File: config.mk
export PLATFORM = sky130hd
export DESIGN_NAME = pingpong_xbar_ctrl
export DESIGN_NICKNAME = d
export VERILOG_FILES = /design/src/rtl/pingpong_xbar_ctrl.sv
export SDC_FILE = /design/constraint.sdc
export NUM_CORES = 1
export LEC_CHECK = 0
export CAP_MARGIN = 15
export CORE_MARGIN = 5
export CORE_UTILIZATION = 35
export DETAILED_ROUTE_END_ITERATION = 12
export GPL_TIMING_DRIVEN = 1
export PLACE_DENSITY = 0.52
export SLEW_MARGIN = 20
export SYNTH_ARGS = -nofsm -noshare
export SYNTH_HDL_FRONTEND = slang
export SYNTH_SLANG_ARGS = --single-unit
File: constraint.sdc
create_clock -name clk -period 5.6 [get_ports clk]
set_input_delay 1.68 -clock clk [delete_from_list [all_inputs] [get_ports clk]]
set_output_delay 1.68 -clock clk [all_outputs]
set_load 0.02 [all_outputs]
File: src/rtl/pingpong_xbar_ctrl.sv
// Ping-pong buffer sequencer: steers a 2x2 crossbar so one buffer fills while the
// other drains, swapping when both sides finish a tile, and pulses done after the job.
module pingpong_xbar_ctrl #(
  parameter int CNT_W = 8
) (
  input  logic             clk,
  input  logic             rst,
  input  logic             start,
  input  logic [CNT_W-1:0] num_tiles,
  input  logic             fill_done,
  input  logic             drain_done,
  output logic             sel,
  output logic             fill_en,
  output logic             drain_en,
  output logic [CNT_W-1:0] fill_tile,
  output logic [CNT_W-1:0] drain_tile,
  output logic             busy,
  output logic             done
);

  typedef enum logic [2:0] {
    S_IDLE = 3'd0,
    S_FILL = 3'd1,
    S_SWAP = 3'd2,
    S_RUN  = 3'd3,
    S_DONE = 3'd4
  } state_e;

  localparam logic [CNT_W-1:0] CNT_ZERO = {CNT_W{1'b0}};
  localparam logic [CNT_W-1:0] CNT_ONE  = {{(CNT_W-1){1'b0}}, 1'b1};

  state_e           state_q, state_d;
  logic [CNT_W-1:0] num_q, num_d;
  logic [CNT_W-1:0] fill_tile_q, fill_tile_d;
  logic [CNT_W-1:0] drain_tile_q, drain_tile_d;
  logic             sel_q, sel_d;
  logic             fill_seen_q, fill_seen_d;
  logic             drain_seen_q, drain_seen_d;
  logic             fill_en_q, fill_en_d;
  logic             drain_en_q, drain_en_d;
  logic             busy_q, busy_d;
  logic             done_q, done_d;
  logic             fill_take_s, drain_take_s;
  logic             fill_ok_s, drain_ok_s;

  // Next-state and next-output logic; outputs are computed one cycle ahead and registered.
  always_comb begin
    state_d      = state_q;
    num_d        = num_q;
    fill_tile_d  = fill_tile_q;
    drain_tile_d = drain_tile_q;
    sel_d        = sel_q;
    fill_seen_d  = fill_seen_q;
    drain_seen_d = drain_seen_q;
    fill_en_d    = 1'b0;
    drain_en_d   = 1'b0;
    busy_d       = 1'b0;
    done_d       = 1'b0;
    fill_ok_s    = 1'b0;
    drain_ok_s   = 1'b0;
    // A side may complete only once per phase; the enables gate stray pulses.
    fill_take_s  = fill_done & fill_en_q;
    drain_take_s = drain_done & drain_en_q & ~drain_seen_q;

    case (state_q)
      S_IDLE: begin
        if (start) begin
          if (num_tiles == CNT_ZERO) begin
            done_d = 1'b1;
          end else begin
            num_d        = num_tiles;
            sel_d        = 1'b0;
            fill_tile_d  = CNT_ZERO;
            drain_tile_d = CNT_ZERO;
            fill_seen_d  = 1'b0;
            drain_seen_d = 1'b0;
            fill_en_d    = 1'b1;
            busy_d       = 1'b1;
            state_d      = S_FILL;
          end
        end else begin
          state_d = S_IDLE;
        end
      end

      S_FILL: begin
        busy_d = 1'b1;
        if (fill_take_s) begin
          fill_tile_d = fill_tile_q + CNT_ONE;
          state_d     = S_SWAP;
        end else begin
          fill_en_d = 1'b1;
        end
      end

      S_SWAP: begin
        sel_d        = ~sel_q;
        fill_seen_d  = 1'b0;
        drain_seen_d = 1'b0;
        busy_d       = 1'b1;
        drain_en_d   = 1'b1;
        fill_en_d    = (fill_tile_q < num_q);
        state_d      = S_RUN;
      end

      S_RUN: begin
        if (fill_take_s) begin
          fill_seen_d = 1'b1;
          fill_tile_d = fill_tile_q + CNT_ONE;
        end else begin
          fill_seen_d = fill_seen_q;
        end
        if (drain_take_s) begin
          drain_seen_d = 1'b1;
          drain_tile_d = drain_tile_q + CNT_ONE;
        end else begin
          drain_seen_d = drain_seen_q;
        end
        drain_ok_s = drain_seen_q | drain_take_s;
        fill_ok_s  = fill_seen_q | fill_take_s | (fill_tile_q == num_q);
        if (drain_ok_s && fill_ok_s) begin
          if (drain_tile_d == num_q) begin
            done_d  = 1'b1;
            state_d = S_DONE;
          end else begin
            busy_d  = 1'b1;
            state_d = S_SWAP;
          end
        end else begin
          busy_d     = 1'b1;
          drain_en_d = 1'b1;
          fill_en_d  = (fill_tile_d < num_q) & ~fill_seen_d;
        end
      end

      S_DONE: begin
        state_d = S_IDLE;
      end

      default: begin
        state_d = S_IDLE;
      end
    endcase
  end

  // State, counters and registered outputs.
  always_ff @(posedge clk) begin
    if (rst) begin
      state_q      <= S_IDLE;
      num_q        <= CNT_ZERO;
      fill_tile_q  <= CNT_ZERO;
      drain_tile_q <= CNT_ZERO;
      sel_q        <= 1'b0;
      fill_seen_q  <= 1'b0;
      drain_seen_q <= 1'b0;
      fill_en_q    <= 1'b0;
      drain_en_q   <= 1'b0;
      busy_q       <= 1'b0;
      done_q       <= 1'b0;
    end else begin
      state_q      <= state_d;
      num_q        <= num_d;
      fill_tile_q  <= fill_tile_d;
      drain_tile_q <= drain_tile_d;
      sel_q        <= sel_d;
      fill_seen_q  <= fill_seen_d;
      drain_seen_q <= drain_seen_d;
      fill_en_q    <= fill_en_d;
      drain_en_q   <= drain_en_d;
      busy_q       <= busy_d;
      done_q       <= done_d;
    end
  end

  assign sel        = sel_q;
  assign fill_en    = fill_en_q;
  assign drain_en   = drain_en_q;
  assign fill_tile  = fill_tile_q;
  assign drain_tile = drain_tile_q;
  assign busy       = busy_q;
  assign done       = done_q;

endmodule

==> flow_metrics.tcl, run 1 <==
set metrics [dict create \
    worst-path-buf-inv 1 \
    slowest_delay_ns 0.47 \
    route.antenna.remaining_nets 0 \
    initial_core_util 0.355 \
    floorplan.die.width_microns 89.6 \
    hold_start "num_q[4]" \
    crit-reg2reg-capture "done" \
    finalWorstSetupSlack_ns 1.77 \
    vias_per_cell 5.33 \
    fp.dieArea_sq_um 8030 \
    maxCapViolCount 0 \
    fin_crit_sh 0.684 \
    layout-area-overhead-vs-synth_pct 22.2 \
    worst_r2r_path_depth 7 \
    async_reset_ff_frac 0 \
    number_of_setup_buffers_added_after_cts 0 \
    final_period_minus_worst_setup_slack_ns 3.83 \
    dp_worst_setup_slack_ns 1.45 \
    synth_most_common_cell "sky130_fd_sc_hd__nand2_1" \
    rsz_0062_raised_after_global_routing "no" \
    synthDistinctLibCells 50 \
    whs_path_depth 2 \
    htree_levels 2 \
    path_max_fanout 9 \
    setup_viol 0 \
    cts_tree "built" \
    synth-main-ff-cell "sky130_fd_sc_hd__dfxtp_1" \
    syn_area_per_cell_sq_um 7.67 \
    grt_usage 0.164 \
    cts_hold_buf 0 \
    num_rows 29 \
    sequential_to_total_area_share_from_yosys_stat 0.307 \
    antennaDiodeCount 0 \
    grt_pass1_vias 1992 \
    coreArea_sq_um 6240 \
    vdd_ir_drop_max_uv 146 \
    timing.reg2reg.setup_slack_ns 3.05 \
    max_freq_mhz 261 \
    hold_path_class "reg -> reg" \
    cts_buffers 5 \
    run_status "complete, no violations" \
    netlist_area_sq_um 2220 \
    setup.worst_path.class "in -> reg" \
    grt_antenna_before_repair 0 \
    yosys-top-cells-count "sky130_fd_sc_hd__nand2_1, sky130_fd_sc_hd__a21oi_1, sky130_fd_sc_hd__dfxtp_1" \
    synth-edff-count 0 \
    cellPowerDensity_nw_per_um2 241 \
    synth.net_count 319 \
    cts_buffer_depth 2 \
    drtPass1Iterations 4 \
    yosys_warnings 0 \
    fraction_of_layout_instances_using_a_drive_strength_above_1 0.0658 \
    worstHoldEndpoint "num_q[4]" \
    drt_first_iter_violations 134 \
    netlist_top_cells_area "sky130_fd_sc_hd__dfxtp_1, sky130_fd_sc_hd__ha_1, sky130_fd_sc_hd__a21oi_1, sky130_fd_sc_hd__nand2_1, sky130_fd_sc_hd__xnor2_1" \
    place.port_buffers 33 \
    worst_pin_slew_ns 0.651 \
    power.leakage_nw 1.02 \
    wl_microns 6080 \
    wire_length_of_the_first_global_routing_pass_microns 10100 \
    drv_slew 0 \
    yosys.area.top_type "sky130_fd_sc_hd__dfxtp_1" \
    final_nets 348 \
    timing.slew.headroom 0.565 \
    floorplan.io_pins 34 \
    r2r-start "drain_tile[0]" \
    post_cts.resized_instances 0 \
    clk_pin_slew_worst_paths_ns 0.08 \
    worst_path_max_delay_cell "sky130_fd_sc_hd__clkdlybuf4s50_1" \
    setup-tns-final_ns 0 \
    syn_inst 289 \
    worst_skew_pair.late_latency_ns 0.30 \
    detailed_place_hpwl_microns 4620 \
    vias 2110 \
    worstSetupEndpointType "flip-flop" \
    critical_path.top_delay_family "simple AND/OR/NAND/NOR gates" \
    synth-seq-cells 34 \
    synth.top_cell.area_share 0.307 \
    wl_per_cell_microns 15.3 \
    chipHeight_microns 89.6 \
    worst_ep_required_time_ns 5.79 \
    cp_data_arrival_time_ns 4.03 \
    root_buffer "sky130_fd_sc_hd__clkbuf_8" \
    ordered_list_of_cells_on_the_worst_path "clkdlybuf4s50_1 > and2_1 > and4_1 > nand3_1 > xnor2_1 > ha_1 > nor2b_1 > o21ai_0 > nand4b_1 > o41ai_1" \
    gp_congestion 0.819 \
    clk_sinks 34 \
    maximum_number_of_pins_on_one_net_before_global_route_repair 30 \
    drt_drc_violations_left 0 \
    timing.final.hold_violations 0 \
    start_kind "input port" \
    finClkSkew_ns 0.00992 \
    globalRouteOverflowTotal 0 \
]
kinds of logic (layout without fill, tap and decap cells):
logic type	count (synthesis)	after routing	share of synthesized area
buffers and inverters	25	55	0.0446
AO/OA/AOI/OAI	69	69	0.183
adder cells (fa/ha/maj)	17	17	0.0959
AND/OR/NAND/NOR	124	124	0.289
multiplexers	3	3	0.0135
XOR/XNOR	17	17	0.0672
flip-flops	34	34	0.307
flip-flops by register name, summed over array words and instances, names as in the netlist:
signal and cells:
drain_tile 8, fill_tile 8, num_q 8, state_q 3, busy 1, done 1
drain_en 1, drain_seen_q 1, fill_en 1, fill_seen_q 1, sel 1
where the power goes:
part / total (mW) / internal, mW / leakage [nW] / switching, mW
combinational: 0.177 / 0.0721 / 0.696 / 0.104
clock: 0.199 / 0.0990 / 0.0472 / 0.100
sequential: 0.278 / 0.257 / 0.276 / 0.0215
through the flow:
step	area, sq um	utilization	total power, mW	hold WS (ns)	std cells
floorplan	2220	-	0.400	0.454	289
detailed placement	2620	0.419	0.461	0.482	388
global route	2710	0.434	0.700	0.539	396
global placement	2620	0.419	0.462	0.478	388
finish	2710	0.434	0.654	0.496	396
CTS	2710	0.434	0.662	0.497	396
area by class of cell:
| class | instances | area, sq um |
|---|---|---|
| multi-input combinational | 230 | 1440 |
| sequential | 34 | 681 |
| inverter | 11 | 41.3 |
| clock inverter | 2 | 12.5 |
| fill | 680 | 3530 |
| clock buffer | 6 | 82.6 |
| timing repair buffer | 36 | 353 |
| tap | 77 | 96.3 |
per-layer routing:
layer | wire (microns) | global-route usage
met1 | 2960 | 0.228
met2 | 2720 | 0.245
met3 | 314 | 0.0429
met4 | 77 | 0.0568
met5 | 0 | 0
tightest hold or removal path: stages (launching register included):
cell and delay (ns):
sky130_fd_sc_hd__dfxtp_1 0.34, sky130_fd_sc_hd__nand2_1 0.06, sky130_fd_sc_hd__a21oi_1 0.05
worst max path at each step:
stage | start | end | slack, ns | cells past startpoint
3_3_place_gp | fill_done | fill_en | 1.55 | 10
4_1_cts | fill_done | fill_en | 1.76 | 10
5_1_grt | fill_done | fill_en | 1.59 | 10
2_1_floorplan | fill_done | fill_en | 2.08 | 10
3_5_place_dp | fill_done | fill_en | 1.45 | 10
6_report | fill_done | fill_en | 1.77 | 10
cells in the final DEF, fill, tap and decap left out, types with 2 or more instances in the layout:
| cell | Yosys | routed |
|---|---|---|
| sky130_fd_sc_hd__nand2_1 | 41 | 41 |
| sky130_fd_sc_hd__a21oi_1 | 35 | 35 |
| sky130_fd_sc_hd__dfxtp_1 | 34 | 34 |
| sky130_fd_sc_hd__clkdlybuf4s50_1 | 0 | 33 |
| sky130_fd_sc_hd__nor2_1 | 26 | 26 |
| sky130_fd_sc_hd__ha_1 | 17 | 17 |
| sky130_fd_sc_hd__nor3_1 | 13 | 13 |
| sky130_fd_sc_hd__xnor2_1 | 13 | 13 |
| sky130_fd_sc_hd__o21ai_0 | 12 | 12 |
| sky130_fd_sc_hd__inv_1 | 11 | 11 |
| sky130_fd_sc_hd__nand3_1 | 7 | 7 |
| sky130_fd_sc_hd__nand4_1 | 7 | 7 |
| sky130_fd_sc_hd__clkbuf_8 | 0 | 6 |
| sky130_fd_sc_hd__nor2b_1 | 5 | 5 |
| sky130_fd_sc_hd__nor4_1 | 5 | 5 |
| sky130_fd_sc_hd__xor2_1 | 4 | 4 |
| sky130_fd_sc_hd__a31oi_1 | 3 | 3 |
| sky130_fd_sc_hd__mux2i_1 | 3 | 3 |
| sky130_fd_sc_hd__buf_4 | 1 | 3 |
| sky130_fd_sc_hd__and2_1 | 2 | 2 |
| sky130_fd_sc_hd__or4_1 | 2 | 2 |
| sky130_fd_sc_hd__o21ai_1 | 2 | 2 |
| sky130_fd_sc_hd__nand2b_1 | 2 | 2 |
| sky130_fd_sc_hd__a21o_1 | 2 | 2 |
| sky130_fd_sc_hd__o31ai_1 | 2 | 2 |
| sky130_fd_sc_hd__o21a_1 | 2 | 2 |
| sky130_fd_sc_hd__a22oi_1 | 2 | 2 |
Note: power is estimated with default switching activity, not from simulation.
==> run 2: changes to the inputs <==
PLACE_DENSITY = 0.54   (was 0.52)
clock period = 3.35 ns   (was 5.6 ns; I/O delays follow)
==> run 2 against run 1 <==
Against the previous run: wire length shrank 2.7%; sequential share of layout area is 0.23 points lower; via count grew 1.5%; count of clock-buffer cells in the layout unchanged; flip-flop and latch count did not move; setup slack worse by 1.4 ns; global-route usage shrank 0.50 points; hold slack got worse by 0.0027 ns; critical path depth is the same; core utilization grew 0.40 points; largest cell class unchanged.
==> flow_metrics.tcl, run 2 (synthesis gave the netlist of run 1 again) <==
set metrics [dict create \
    run_status "complete, no violations" \
    floorplan.die.width_microns 89.6 \
    most-common-layout-cells "sky130_fd_sc_hd__nand2_1, sky130_fd_sc_hd__a21oi_1, sky130_fd_sc_hd__dfxtp_1" \
    post_cts.resized_instances 0 \
    finalPower_mw 1.07 \
    layout-area-overhead-vs-synth_pct 23.4 \
    wire_length_of_the_first_global_routing_pass_microns 9810 \
    postLayoutCoreUtil 0.438 \
    grt_usage 0.159 \
    final_nets 353 \
    setup-tns-final_ns 0 \
    final_period_minus_worst_setup_slack_ns 3.00 \
    drv_slew 0 \
    route.antenna.remaining_nets 0 \
    timing.reg2reg.setup_slack_ns 0.88 \
    setup_viol 0 \
    finClkSkew_ns 0.00286 \
    grt_pass1_vias 2004 \
    path_max_fanout 2 \
    root_buffer "sky130_fd_sc_hd__clkbuf_8" \
    clk_sinks 34 \
    start_kind "input port" \
    power.switching_fraction 0.334 \
    cts_hold_buf 0 \
    fin_crit_sh 0.896 \
    multi_input_area_sq_um 1440 \
    worstSetupEndpointType "flip-flop" \
    worst_pin_slew_ns 0.643 \
    chipHeight_microns 89.6 \
    gp_congestion 0.857 \
    power_switching_mw 0.358 \
    drtPass1Iterations 4 \
    fraction_of_layout_instances_using_a_drive_strength_above_1 0.0745 \
    timing.slew.headroom 0.570 \
    p_seq_frac 0.432 \
    drt_drc_violations_left 0 \
    internal_power_mw 0.715 \
    number_of_setup_buffers_added_after_cts 0 \
    vias 2142 \
    max_freq_mhz 333 \
    cts_buffer_depth 2 \
    fp.dieArea_sq_um 8030 \
    place.port_buffers 33 \
    hold_path_class "reg -> reg" \
    worst_ep_required_time_ns 3.54 \
    final.fill_count 662 \
    floorplan.io_pins 34 \
    grt_antenna_before_repair 0 \
    cts_tree "built" \
    initial_core_util 0.355 \
    htree_levels 2 \
    setup.worst_path.class "in -> reg" \
    cellPowerDensity_nw_per_um2 392 \
    vdd_ir_drop_max_uv 206 \
    detailed_place_hpwl_microns 4610 \
    maximum_number_of_pins_on_one_net_before_global_route_repair 29 \
    wl_microns 5910 \
    globalRouteOverflowTotal 0 \
    cp_data_arrival_time_ns 3.19 \
    leading_cell_type_in_the_layout_fill_and_taps_excluded "sky130_fd_sc_hd__nand2_1" \
    maxCapViolCount 0 \
    clk_pin_slew_worst_paths_ns 0.07 \
    rsz_0062_raised_after_global_routing "no" \
    vias_per_cell 5.37 \
    area.sequential_sq_um 681 \
    timing.final.hold_violations 0 \
    share_comb_of_total_power 0.282 \
    antennaDiodeCount 0 \
    power.leakage_nw 1.04 \
    share_clk_of_total_power 0.286 \
    cts_buffers 5 \
    drt_first_iter_violations 65 \
    worst_skew_pair.late_latency_ns 0.29 \
    coreArea_sq_um 6240 \
    num_rows 29 \
    wl_per_cell_microns 14.8 \
]
## run 2: cell count changes in the layout (fill, tap and decap cells not counted), sizes merged
cell | previous run | this run
buf | 3 | 8
clkinv | 1 | 0
clkinvlp | 1 | 0
## run 2: through the flow
stage                     setup WS (ns)  hold slack, ns  instance area [sq um]  instances
after global routing              0.146           0.529                   2740        399
after floorplan                   0.503           0.454                   2220        289
after CTS                         0.349           0.497                   2740        399
after global placement           0.0732           0.476                   2650        393
final                             0.350           0.493                   2740        399
after detailed placement         0.0670           0.487                   2650        393
## run 2: power groups by stage
stage | Sequential, mW | Clock, mW | Combinational, mW
floorplan | 0.466 | 0 | 0.202
global placement | 0.474 | 0 | 0.300
CTS | 0.464 | 0.319 | 0.303
global route | 0.468 | 0.330 | 0.338
finish | 0.464 | 0.306 | 0.303
detailed placement | 0.474 | 0 | 0.300
## run 2: final cells by class
class / instances / share of cell area
Clock buffer: 6 / 0.0302
Inverter: 11 / 0.0151
Multi-Input combinational cell: 230 / 0.528
Sequential cell: 34 / 0.249
Tap cell: 77 / 0.0352
Timing Repair Buffer: 41 / 0.143
## run 2: critical path, cell delays in order
cell and delay [ns]:
sky130_fd_sc_hd__clkdlybuf4s50_1 0.47, sky130_fd_sc_hd__and2_1 0.15, sky130_fd_sc_hd__and4_1 0.25, sky130_fd_sc_hd__nand3_1 0.10, sky130_fd_sc_hd__xnor2_1 0.23, sky130_fd_sc_hd__ha_1 0.28
sky130_fd_sc_hd__nor2b_1 0.13, sky130_fd_sc_hd__o21ai_0 0.15, sky130_fd_sc_hd__nand4b_1 0.11, sky130_fd_sc_hd__o41ai_1 0.30
## run 2: metal layers
layer,vias up,share of wire,track usage
li1,1093,-,-
met1,984,0.48,0.228
met2,55,0.44,0.239
met3,10,0.058,0.0319
met4,0,0.020,0.0514
met5,-,0,0
## run 2: worst paths after layout
path,start,to,depth (start not counted)
hold / removal,num_q[4],num_q[4],2
setup reg to reg,drain_tile[0],done,7
setup / recovery,fill_done,fill_en,10
hold reg to reg,num_q[4],num_q[4],2
==> run 3: changes to the inputs <==
REMOVE_ABC_BUFFERS = 1   (was unset)
==> run 3 against run 2 <==
Against the previous run: total power increased by 1.7%; flip-flop and latch count is the same; sequential share of layout area down 0.079 points; core utilization increased by 0.14 points; largest power group unchanged; setup slack gained 0.020 ns; sequential power barely moved.
==> flow_metrics.tcl, run 3 (synthesis gave the netlist of run 1 again) <==
set metrics [dict create \
    setup.worst_path.class "in -> reg" \
    globalRouteOverflowTotal 0 \
    cp_data_arrival_time_ns 3.17 \
    worst_pin_slew_ns 0.474 \
    setup-tns-final_ns 0 \
    drt_drc_violations_left 0 \
    grt_pass1_vias 1929 \
    fp.dieArea_sq_um 8030 \
    share_clk_of_total_power 0.292 \
    power_switching_mw 0.367 \
    drtPass1Iterations 4 \
    number_of_setup_buffers_added_after_cts 0 \
    whs_path_depth 2 \
    internal_power_mw 0.724 \
    worst_path_max_delay_cell "sky130_fd_sc_hd__clkdlybuf4s50_1" \
    route.antenna.remaining_nets 0 \
    post_cts.resized_instances 0 \
    maxCapViolCount 0 \
    cts_hold_buf 0 \
    place.port_buffers 33 \
    timing.reg2reg.setup_slack_ns 0.91 \
    vias_per_cell 5.25 \
    wl_microns 6070 \
    drt_first_iter_violations 140 \
    worst_setup_path_startpoint "fill_done" \
    floorplan.io_pins 34 \
    max_freq_mhz 336 \
    vias 2105 \
    detailed_place_hpwl_microns 4650 \
    share_comb_of_total_power 0.282 \
    wire_length_of_the_first_global_routing_pass_microns 9520 \
    drv_slew 0 \
    wl_per_cell_microns 15.1 \
    fraction_of_layout_instances_using_a_drive_strength_above_1 0.0772 \
    hold_start "num_q[4]" \
    path_max_fanout 2 \
    root_buffer "sky130_fd_sc_hd__clkbuf_8" \
    crit-reg2reg-capture "done" \
    power.leakage_nw 1.04 \
    initial_core_util 0.355 \
    clk_sinks 34 \
    finClkSkew_ns 0.00484 \
    timing.slew.headroom 0.683 \
    antennaDiodeCount 0 \
    worstSetupEndpointType "flip-flop" \
    power.switching_fraction 0.336 \
    grt_antenna_before_repair 0 \
    p_seq_frac 0.426 \
    worstHoldEndpoint "num_q[4]" \
    ordered_list_of_cells_on_the_worst_path "clkdlybuf4s50_1 > and2_1 > and4_1 > nand3_1 > xnor2_1 > ha_1 > nor2b_1 > o21ai_0 > nand4b_1 > o41ai_1" \
    cts_buffer_depth 2 \
    maximum_number_of_pins_on_one_net_before_global_route_repair 29 \
    rsz_0062_raised_after_global_routing "no" \
    gp_congestion 0.836 \
    most-common-layout-cells "sky130_fd_sc_hd__nand2_1, sky130_fd_sc_hd__a21oi_1, sky130_fd_sc_hd__dfxtp_1" \
    cts_tree "built" \
    floorplan.die.width_microns 89.6 \
    slowest_delay_ns 0.50 \
    worst_r2r_path_depth 7 \
    final_period_minus_worst_setup_slack_ns 2.98 \
    r2r-start "drain_tile[0]" \
    critical_path.top_delay_family "simple AND/OR/NAND/NOR gates" \
    postLayoutCoreUtil 0.440 \
    leading_cell_type_in_the_layout_fill_and_taps_excluded "sky130_fd_sc_hd__nand2_1" \
    grt_usage 0.155 \
    stdcell_count 401 \
    numPlacedInstances 393 \
    timing.final.hold_violations 0 \
    htree_levels 2 \
    finalPower_mw 1.09 \
    cts_buffers 5 \
    num_rows 29 \
    worst_skew_pair.late_latency_ns 0.29 \
    worst_ep_required_time_ns 3.54 \
    fin_crit_sh 0.889 \
    cellPowerDensity_nw_per_um2 397 \
    final_nets 353 \
    start_kind "input port" \
    worst-path-buf-inv 1 \
    run_status "complete, no violations" \
    clk_pin_slew_worst_paths_ns 0.07 \
    coreArea_sq_um 6240 \
    setup_viol 0 \
    vdd_ir_drop_max_uv 182 \
    holdWs_ns 0.494 \
    chipHeight_microns 89.6 \
    layout-area-overhead-vs-synth_pct 23.8 \
    hold_path_class "reg -> reg" \
]
run 3: cell count changes in the layout (fill, tap and decap cells not counted):
| cell | change |
|---|---|
| sky130_fd_sc_hd__clkinv_2 | +1 |
| sky130_fd_sc_hd__clkbuf_1 | +1 |
run 3: area by class of cell:
type | instances | area [sq um]
clock inverters | 1 | 5.00
well taps | 77 | 96.3
repair buffers | 41 | 390
flip-flops and latches | 34 | 681
clock buffers | 7 | 86.3
inverters | 11 | 41.3
multi-input cells | 230 | 1440
fillers | 637 | 3500
run 3: worst reg2reg max path, delay by kind of cell, from the launching register on:
kind | cells | cell delay (ns)
AND/OR/NAND/NOR | 4 | 1.35
flip-flops | 1 | 0.50
adder cells (fa/ha/maj) | 1 | 0.30
AO/OA/AOI/OAI | 2 | 0.24
run 3: through the flow:
step	cell area, sq um	setup WS [ns]
global placement	2650	0.106
floorplan	2160	0.186
global route	2740	0.192
finish	2740	0.370
CTS	2740	0.364
detailed placement	2650	0.0756
run 3: metal layers:
| metal | track usage | vias up | wire length [microns] |
|---|---|---|---|
| li1 | - | 1096 | - |
| met1 | 0.225 | 951 | 3040 |
| met2 | 0.227 | 51 | 2700 |
| met3 | 0.0301 | 7 | 255 |
| met4 | 0.0555 | 0 | 67 |
| met5 | 0 | - | 0 |
run 3: power groups by stage:
stage	clock, mW	sequential [mW]	combinational, mW
CTS	0.330	0.464	0.310
detailed placement	0	0.474	0.308
global placement	0	0.474	0.307
finish	0.318	0.465	0.307
global route	0.341	0.469	0.343
floorplan	0	0.474	0.181
run 3: worst max-delay path by stage:
| stage | depth (start not counted) | endpoint | slack, ns |
|---|---|---|---|
| after floorplan | 6 | fill_tile[7] | 0.19 |
| after global placement | 10 | fill_en | 0.11 |
| after detailed placement | 10 | fill_en | 0.08 |
| after CTS | 10 | fill_en | 0.36 |
| after global routing | 10 | fill_en | 0.19 |
| final | 10 | fill_en | 0.37 |
==> patch: new RTL, config.mk and constraints of run 3 <==
Make the reset (`rst`) asynchronous in one clocked block.
--- a/src/rtl/pingpong_xbar_ctrl.sv
+++ b/src/rtl/pingpong_xbar_ctrl.sv
@@ -144,7 +144,7 @@
   end
 
   // State, counters and registered outputs.
-  always_ff @(posedge clk) begin
+  always_ff @(posedge clk or posedge rst) begin
     if (rst) begin
       state_q      <= S_IDLE;
       num_q        <= CNT_ZERO;
Check against the original RTL: differs if rst is asserted again (counterexample within 4 cycles, from zero or initial values and one cycle with rst high); with rst held inactive, the same outputs for 10 cycles.
==> patch against run 3 <==
- register-to-register slack got worse by 20 ps
- setup slack got worse by 58 ps
- wire length fell by 1.5%
- via count fell by 3.5%
- cell area rose by 4.1%
- largest cell class unchanged
- first-iteration DRC count fell by 44%
- sequential share of layout area rose by 5.0 points
- critical path type unchanged
- sequential cell count did not move
- synthesized area rose by 4.6%
Power is not compared: it rests on default switching activity, and its combinational part moved more than twofold at a synthesized area within 25%.
==> patch: results (changes against run 3) <==
| Metric | Value |
|---|---|
| Met3 routed WL | `226 microns (-11%)` |
| GPL Wtd Cong | `0.7989 (-4.4%)` |
| Post-layout util | `44.71% (+0.74 points)` |
| Gate Count Post-Synth | `257 (-11%)` |
| Max_slew headroom | `65.41% (-2.9 points)` |
| Cell variety after synth | `51 (+2.0%)` |
| Top FF cell, synth | `dfrtp_1` |
| DRT iter0 DRCs | `78 (-44%)` |
| Clock transition at path regs | `roughly 80 ps` |
| Pre-CTS setup slack | `-34.15 ps (-109.8 ps)` |
| Met1 Use GR | `20.66% (-1.8 points)` |
| GR Util met2 | `24.88% (+2.1 points)` |
| Hpwl dp | `4595 microns (-1.1%)` |
| Routed wl met2 | `2838 microns (+5.0%)` |
| Clk_lat worst skew | `290 ps (about the same)` |
| Met3 Usage GRT | `3.306% (+0.29 points)` |
| Critical path peak fanout | `3 (+1)` |
| WL met1 | `2853 microns (-6.2%)` |
| H-tree levels | `2 (unchanged)` |
| Critical Path AT | `3220 ps (+50 ps)` |
| Async SR Flop Fraction | `100.0% (+100 points)` |
| WL per Instance | `16.06 microns (+6.1%)` |
| Layout cell share with drive strength beyond 1 | `9.831% (+2.1 points)` |
| Fin Clk Skew | `7.440 ps (+2.604 ps)` |
| Cells on worst reg2reg path | `9 (+2)` |
| First-pass GRT wire length | `10340 microns (+8.7%)` |
| Placed Area | `0.002760 sq mm (+4.1%)` |
| Fin nets | `324 (-8.2%)` |
| Post-synth top cells | `34 x dfrtp_1, 25 x nand2_1, 23 x o21ai_0` |
| GR Util All Layers | `15.21% (-0.29 points)` |
| Fillers | `641 (+0.63%)` |
| Total number of vias | `2031 (-3.5%)` |
| # placed instances | `364 (-7.4%)` |
| Seq/Total Area, Yosys | `36.68% (+6.0 points)` |
| Run status | `complete, no violations` |
| Synth top area cells | `dfrtp_1 37%, ha_1 9.2%, o21ai_0 5.0%, xnor2_1 4.9%, nand2_1 4.0%` |
| Vias per Instance | `5.460 (+4.0%)` |
| Post-CTS Setup Repair Bufs | `0 (unchanged)` |
| Hold Crit Depth | `1 (-1)` |
| Largest net degree at the start of global routing | `35 (+21%)` |
-- patch: changes by cell type in the layout (fill, tap and decap cells not counted), sizes merged, moves of 9 or more --
cell	run 3	this run
dfrtp	0	34
dfxtp	34	0
a21oi	36	11
nand2	42	25
nor3	13	4
o21ai	14	23
-- patch: worst paths after layout --
path                            from       endpoint  slack, ps
setup / recovery           fill_done        fill_en        310
hold / removal                   sel            sel        490
setup reg to reg            num_q[5]           busy        890
hold reg to reg                  sel            sel        490
max in group asynchronous        rst   fill_tile[2]       1910
min in group asynchronous        rst  drain_tile[7]       1110
-- patch: critical path: stages --
cell and delay, ps:
clkdlybuf4s50_1 510, and2_1 160, nand2_1 80, nor2_1 150
and3_1 180, xor2_1 220, ha_1 280, nor2b_1 130
o21ai_0 150, nand3_1 90, o311ai_0 270
-- patch: power groups by stage --
stage | logic, uW | registers, uW | clock network, uW
detailed placement | 997 | 712 | 0
global placement | 989 | 709 | 0
finish | 993 | 704 | 332
floorplan | 627 | 723 | 0
CTS | 1000 | 705 | 343
global route | 1130 | 731 | 360
-- patch: cell families after synthesis --
logic type / synth area share (%)
flops: 36.68
buf+inv: 4.099
fa+ha+maj: 9.169
mux: 1.402
compound gates: 19.53
xor+xnor: 6.418
simple gates: 22.71
-- patch: layout make-up --
| cell class | count | share of cell area [%] |
|---|---|---|
| Multi-Input combinational cell | 200 | 48.12 |
| Sequential cell | 34 | 29.80 |
| Timing Repair Buffer | 42 | 13.94 |
| Tap cell | 77 | 3.374 |
| Clock buffer | 6 | 2.892 |
| Inverter | 11 | 1.446 |
| Clock inverter | 2 | 0.4382 |
